### src/rtl/core_sequencer.sv
// core_sequencer: multi-cycle instruction sequencer for the simplified RISC core.
// Steps each instruction through FETCH, DECODE, EXEC, MEM and WB. It shares the
// unified memory port between instruction fetch and data load, and issues the
// per-state datapath controls.
//
// Ports:
//   clk, rst_n     core clock, asynchronous active-low reset
//   run            level enable; a new instruction is fetched only while high
//   ir_opcode      opcode field of the instruction register (used in DECODE)
//   mem_ack        memory completion, honoured only while mem_req is high
//   mem_req        memory request (FETCH / MEM)
//   mem_sel        0 = instruction fetch, 1 = data load
//   ir_load        capture read data into the IR (FETCH & mem_ack)
//   alu_src        ALU operand B: 1 = immediate, 0 = register
//   mem_to_reg     write-back mux: 1 = memory data, 0 = ALU result
//   reg_write      register file write enable
//   pc_inc         advance PC by 4
//   busy           state is neither IDLE nor HALT
//   illegal_instr  sticky: unsupported opcode decoded
//   bus_err        sticky: memory timeout, FSM parked in HALT
//   instr_count    retired-instruction counter, wraps modulo 2^CNT_W
module core_sequencer #(
  parameter int unsigned TIMEOUT_CYCLES = 16,
  parameter int unsigned CNT_W          = 16
) (
  input  logic             clk,
  input  logic             rst_n,
  input  logic             run,
  input  logic [6:0]       ir_opcode,
  input  logic             mem_ack,
  output logic             mem_req,
  output logic             mem_sel,
  output logic             ir_load,
  output logic             alu_src,
  output logic             mem_to_reg,
  output logic             reg_write,
  output logic             pc_inc,
  output logic             busy,
  output logic             illegal_instr,
  output logic             bus_err,
  output logic [CNT_W-1:0] instr_count
);

  localparam int unsigned TW = (TIMEOUT_CYCLES < 1) ? 1 : $clog2(TIMEOUT_CYCLES + 1);
  localparam logic [TW-1:0] TLAST = TW'((TIMEOUT_CYCLES == 0) ? 0 : TIMEOUT_CYCLES - 1);
  localparam logic [6:0] OP_RTYPE = 7'b0110011;
  localparam logic [6:0] OP_LOAD  = 7'b0000011;

  typedef enum logic [2:0] {
    S_IDLE, S_FETCH, S_DECODE, S_EXEC, S_MEM, S_WB, S_HALT
  } state_t;

  typedef enum logic [1:0] {
    C_NONE, C_RTYPE, C_LOAD
  } cls_t;

  state_t           state_q, state_d;
  cls_t             cls_q, cls_d;
  logic [TW-1:0]    tcnt_q, tcnt_d;
  logic             ill_q, ill_d;
  logic             berr_q, berr_d;
  logic [CNT_W-1:0] cnt_q, cnt_d;
  logic             mem_wait;
  logic             timeout;

  // State, class, timeout counter, sticky flags and retire counter
  always_ff @(posedge clk or negedge rst_n) begin
    if (!rst_n) begin
      state_q <= S_IDLE;
      cls_q   <= C_NONE;
      tcnt_q  <= '0;
      ill_q   <= 1'b0;
      berr_q  <= 1'b0;
      cnt_q   <= '0;
    end else begin
      state_q <= state_d;
      cls_q   <= cls_d;
      tcnt_q  <= tcnt_d;
      ill_q   <= ill_d;
      berr_q  <= berr_d;
      cnt_q   <= cnt_d;
    end
  end

  // Next-state and per-state controls
  always_comb begin
    state_d    = state_q;
    cls_d      = cls_q;
    tcnt_d     = tcnt_q;
    ill_d      = ill_q;
    berr_d     = berr_q;
    cnt_d      = cnt_q;
    mem_req    = 1'b0;
    mem_sel    = 1'b0;
    ir_load    = 1'b0;
    alu_src    = 1'b0;
    mem_to_reg = 1'b0;
    reg_write  = 1'b0;
    pc_inc     = 1'b0;
    busy       = 1'b0;

    // A no-ack cycle in a memory state; the ack in the final allowed cycle wins
    mem_wait = ((state_q == S_FETCH) || (state_q == S_MEM)) && !mem_ack;
    timeout  = mem_wait && (TIMEOUT_CYCLES != 0) && (tcnt_q == TLAST);

    unique case (state_q)
      S_IDLE: begin
        if (run) state_d = S_FETCH;
      end
      S_FETCH: begin
        mem_req = 1'b1;
        busy    = 1'b1;
        if (mem_ack) begin
          ir_load = 1'b1;
          state_d = S_DECODE;
        end else if (timeout) begin
          state_d = S_HALT;
        end
      end
      S_DECODE: begin
        busy = 1'b1;
        if (ir_opcode == OP_RTYPE) begin
          cls_d   = C_RTYPE;
          state_d = S_EXEC;
        end else if (ir_opcode == OP_LOAD) begin
          cls_d   = C_LOAD;
          state_d = S_EXEC;
        end else begin
          // Skip the bad instruction without retiring it
          cls_d   = C_NONE;
          ill_d   = 1'b1;
          pc_inc  = 1'b1;
          state_d = run ? S_FETCH : S_IDLE;
        end
      end
      S_EXEC: begin
        busy    = 1'b1;
        alu_src = (cls_q == C_LOAD);
        state_d = (cls_q == C_LOAD) ? S_MEM : S_WB;
      end
      S_MEM: begin
        mem_req = 1'b1;
        mem_sel = 1'b1;
        alu_src = 1'b1;
        busy    = 1'b1;
        if (mem_ack)      state_d = S_WB;
        else if (timeout) state_d = S_HALT;
      end
      S_WB: begin
        busy       = 1'b1;
        reg_write  = 1'b1;
        mem_to_reg = (cls_q == C_LOAD);
        pc_inc     = 1'b1;
        cnt_d      = cnt_q + CNT_W'(1);
        state_d    = run ? S_FETCH : S_IDLE;
      end
      S_HALT: begin
        state_d = S_HALT;
      end
      default: begin
        state_d = S_IDLE;
      end
    endcase

    if (state_d == S_HALT) berr_d = 1'b1;

    // Any state change (including entry to FETCH/MEM) restarts the wait count
    if (state_d != state_q)                      tcnt_d = '0;
    else if (mem_wait && (TIMEOUT_CYCLES != 0))  tcnt_d = tcnt_q + TW'(1);
  end

  assign illegal_instr = ill_q;
  assign bus_err       = berr_q;
  assign instr_count   = cnt_q;

endmodule

### config.mk
export PLATFORM = sky130hd
export DESIGN_NAME = core_sequencer
export DESIGN_NICKNAME = d
export VERILOG_FILES = /design/src/rtl/core_sequencer.sv
export SDC_FILE = /design/constraint.sdc
export NUM_CORES = 1
export LEC_CHECK = 0
export CAP_MARGIN = 20
export CORE_MARGIN = 4
export CORE_UTILIZATION = 30
export CTS_BUF_LIST = sky130_fd_sc_hd__clkbuf_16
export DETAILED_ROUTE_END_ITERATION = 6
export PLACE_DENSITY = 0.58
export SKIP_LAST_GASP = 1
export SYNTH_ARGS = -nofsm -noshare
export SYNTH_HDL_FRONTEND = slang
export SYNTH_SLANG_ARGS = --single-unit
### constraint.sdc
create_clock -name clk -period 6.4 [get_ports clk]
set_clock_uncertainty 0.05 [all_clocks]
set_input_delay 1.28 -clock clk [delete_from_list [all_inputs] [get_ports clk]]
set_output_delay 1.28 -clock clk [all_outputs]
set_load 0.02 [all_outputs]
==> impl_metrics.tcl, run 1 <==
set metrics [dict create \
    critPathLaunchType "primary input" \
    fp.dieArea_um2 6250 \
    total_leakage_power_uw 0.000881 \
    detailedPlace.worstSlack_ns 2.19 \
    htreeDepth 1 \
    initialDrtViolationCount 34 \
    worstPathRequired_ns 5.07 \
    power.clock.fraction 0.223 \
    hold_violations 0 \
    diodes 0 \
    layout-area-overhead-vs-synth_pct 35.1 \
    pin_count_of_the_biggest_net_entering_global_routing 29 \
    clock_tree.root_cell "sky130_fd_sc_hd__clkbuf_16" \
    num_rows 25 \
    net-switching-power_uw 314 \
    timing.critical_path.arrival_ns 2.87 \
    grt_remaining_overflow 0 \
    synth-edff-count 0 \
    timing_worst_slew_pin_value_ns 0.582 \
    fmax_mhz 238 \
    clock_sink_count 28 \
    synth-simple-area-share 0.226 \
    synthesis.instances 138 \
    synth_flop_cell "sky130_fd_sc_hd__dfrtp_1" \
    ys_seq_elements 28 \
    total_of_hold_buffers_inserted_after_clock_tree_synthesis 0 \
    yosysTopAreaCell "sky130_fd_sc_hd__dfrtp_1" \
    power_frac_seq 0.328 \
    max-vdd-ir-drop_mv 0.323 \
    final-instance-count-excl-fill 242 \
    io_buffer_count 36 \
    final_nets 190 \
    post_synth.cell_area_avg_um2 11.0 \
    post-dp-hpwl_mm 2.38 \
    postRouteWirelength_mm 3.01 \
    tns_ns 0 \
    detailroute.via_count 1138 \
    final_min_period_over_clock_period 0.656 \
    cts_made_buffers 3 \
    grt_first_pass_wirelength_mm 5.19 \
    slew_headroom 0.612 \
    setup.worst_path.end_class "output pin" \
    numPlacedInstances 238 \
    clock_tree_from_tritoncts "yes" \
    die_h_um 79.0 \
    critical_path.max_fanout 3 \
    status "completed" \
    critical-path-max-stage-delay_ns 0.63 \
    synthesis.yosys.warnings 0 \
    clock_latency_of_the_later_clocked_register_in_the_worst_skew_pair_ns 0.26 \
    hold_slack_ns 0.423 \
    grtUsageTotal 0.104 \
    synth-async-reset-ratio 1.00 \
    report.final.slew_viol_count 0 \
    timing_worst_setup_path_type "primary input to output pin" \
    finalSetupViolCount 0 \
    ctsLongestPathBuffers 2 \
    unrepaired_setup_endpoints_after_global_routing "no" \
    pin_count 37 \
    ctsResizeCount 0 \
    pwr-share-comb 0.449 \
    post-cts-setup-buffer-count 0 \
    path_clk_slew_ns 0.07 \
    worstPathCellList "clkdlybuf4s50_1 > xor2_1 > nor2_1 > o21ai_0 > clkdlybuf4s50_1" \
    netlist_top_cells_area "sky130_fd_sc_hd__dfrtp_1, sky130_fd_sc_hd__xnor2_1, sky130_fd_sc_hd__xor2_1" \
    power_switching_share 0.379 \
    critical_path.slowest_cell "sky130_fd_sc_hd__clkdlybuf4s50_1" \
    core-area_um2 4820 \
    synth_top_family_by_area "simple AND/OR/NAND/NOR gates" \
    routabilityCongestion 0.729 \
    power_density_nw_per_um2 404 \
    antenna_violating_nets_post_route 0 \
    post_synth_instance_area_um2 1510 \
    post_synth_fa_ha_maj_area_fraction 0.0248 \
    synth_xor_area_frac 0.134 \
    worst_path_most_repeated_cell "sky130_fd_sc_hd__clkdlybuf4s50_1" \
    grt_pass1_vias 1144 \
    maxCapViolCount 0 \
    post_synth_mux_area_share 0.0165 \
    synth.lib_cells_used.distinct 42 \
    initial_utilization 0.314 \
    detail_route.drc_violations 0 \
    grt_antenna_before_repair 0 \
    min_path_type "flop to flop" \
    drive_above_1_share 0.0971 \
    drt-vias-per-instance 4.70 \
    first_pass_iters 4 \
    postLayoutSetupSlackWorst_ns 2.20 \
    compound_cell_area_share_of_the_yosys_netlist 0.0992 \
    syn_nets 152 \
    synth_top_cell_area_share 0.463 \
    timing.final.crit_period_ns 4.20 \
    intPower_uw 514 \
    drt-wirelength-per-cell_um 12.4 \
    synth_sequential_area_ratio 0.463 \
    die_width_um 79.0 \
]
==> power by group through the flow <==
stage / clock, uW / combinational [uW] / sequential, uW
5_1_grt: 201 / 403 / 281
4_1_cts: 187 / 378 / 272
2_1_floorplan: 0 / 269 / 263
6_report: 185 / 371 / 271
3_3_place_gp: 0 / 369 / 273
3_5_place_dp: 0 / 377 / 275
==> logic make-up (layout without fill, tap and decap cells) <==
| group | count (synthesis) | after routing |
|---|---|---|
| and+or+nand+nor | 55 | 55 |
| xor gates and xnor gates | 21 | 21 |
| DFF | 28 | 28 |
| muxes | 2 | 2 |
| AOI/OAI and AO/OA | 17 | 17 |
| buffers and inverters | 12 | 49 |
| adders and majority gates | 3 | 3 |
==> path summary, 6_finish.rpt <==
kind                       cells after the start                          end                         from  slack (ns)
setup / recovery                               5                       pc_inc                 ir_opcode[4]        2.20
hold / removal                                 1  instr_count[15]$_DFFE_PN0P_  instr_count[15]$_DFFE_PN0P_        0.42
setup reg to reg                               5        tcnt_q[4]$_DFFE_PN0P_         state_q[1]$_DFF_PN0_        4.04
hold reg to reg                                1  instr_count[15]$_DFFE_PN0P_  instr_count[15]$_DFFE_PN0P_        0.42
max in group asynchronous                      2         cls_q[0]$_DFFE_PN0P_                        rst_n        4.68
min in group asynchronous                      2  instr_count[14]$_DFFE_PN0P_                        rst_n        1.35
==> cell type report <==
cell class	count	area (um2)
Inverter	8	30.0
Tap cell	67	83.8
Timing Repair Buffer	37	368
Clock buffer	3	75.1
Sequential cell	28	701
Multi-Input combinational cell	98	758
Fill cell	497	2770
Clock inverter	1	30.0
==> state kept, by name (all words and copies together) (netlist names) <==
signal and cells:
tcnt_q 5, cls_q 2, bus_err 1, illegal_instr 1, instr_count 16, state_q 3
==> cell usage in the layout, fill, tap and decap left out, drive strengths merged, types with 3 or more instances in the layout <==
| master | n |
|---|---|
| a21oi | 3 |
| and3 | 3 |
| clkbuf | 3 |
| clkdlybuf4s50 | 36 |
| dfrtp | 28 |
| ha | 3 |
| inv | 8 |
| nand2 | 14 |
| nand3 | 4 |
| nand4 | 4 |
| nor2 | 7 |
| nor3 | 9 |
| o21ai | 5 |
| xnor2 | 14 |
| xor2 | 7 |
==> worst max-delay path: cells and delay by family <==
| kind | cells | cell delay [ns] |
|---|---|---|
| compound gates | 1 | 0.14 |
| xor+xnor | 1 | 0.20 |
| buf+inv | 2 | 1.15 |
| simple gates | 1 | 0.09 |
==> Yosys cell counts, drive strengths merged (2+ instances only) <==
library cell / count
inv: 8
xnor2: 14
nand4: 4
and3b: 2
and3: 3
nand2: 14
nand2b: 2
nor3: 9
xor2: 7
buf: 4
nand3b: 2
nor2: 7
dfrtp: 28
and4: 2
ha: 3
a21oi: 3
o21ai: 5
nand3: 4
==> metrics by stage <==
stage,power (uW),instance area [um2],util
after floorplan,532,1510,-
after global placement,642,1940,0.403
after detailed placement,651,1940,0.403
after CTS,837,2050,0.425
after global routing,884,2050,0.425
final,827,2050,0.425
==> layer usage <==
metal,wire length (um),vias to the layer above,global-route usage
li1,-,557,-
met1,1310,544,0.129
met2,1500,37,0.181
met3,197,0,0.0329
met4,0,0,0.0103
met5,0,-,0
No activity file was read; power rests on OpenSTA's default activity.
==> run 2, diff against run 1 <==
==> constraint.sdc (replaced) <==
create_clock -name clk -period 4.15 [get_ports clk]
set_clock_uncertainty 0.05 [all_clocks]
set_input_delay 0.83 -clock clk [delete_from_list [all_inputs] [get_ports clk]]
set_output_delay 0.83 -clock clk [all_outputs]
set_load 0.02 [all_outputs]
==> results of run 2 <==
Same layout as run 1 (identical final DEF). Status: completed.
Main changes from that run: setup slack after placement 2.19 ns -> 0.838 ns; setup slack after layout 2.20 ns -> 0.854 ns; register-to-register setup slack 4.04 ns -> 1.79 ns; total power 827 uW -> 1280 uW; worst IR drop on VDD 0.323 mV -> 0.498 mV
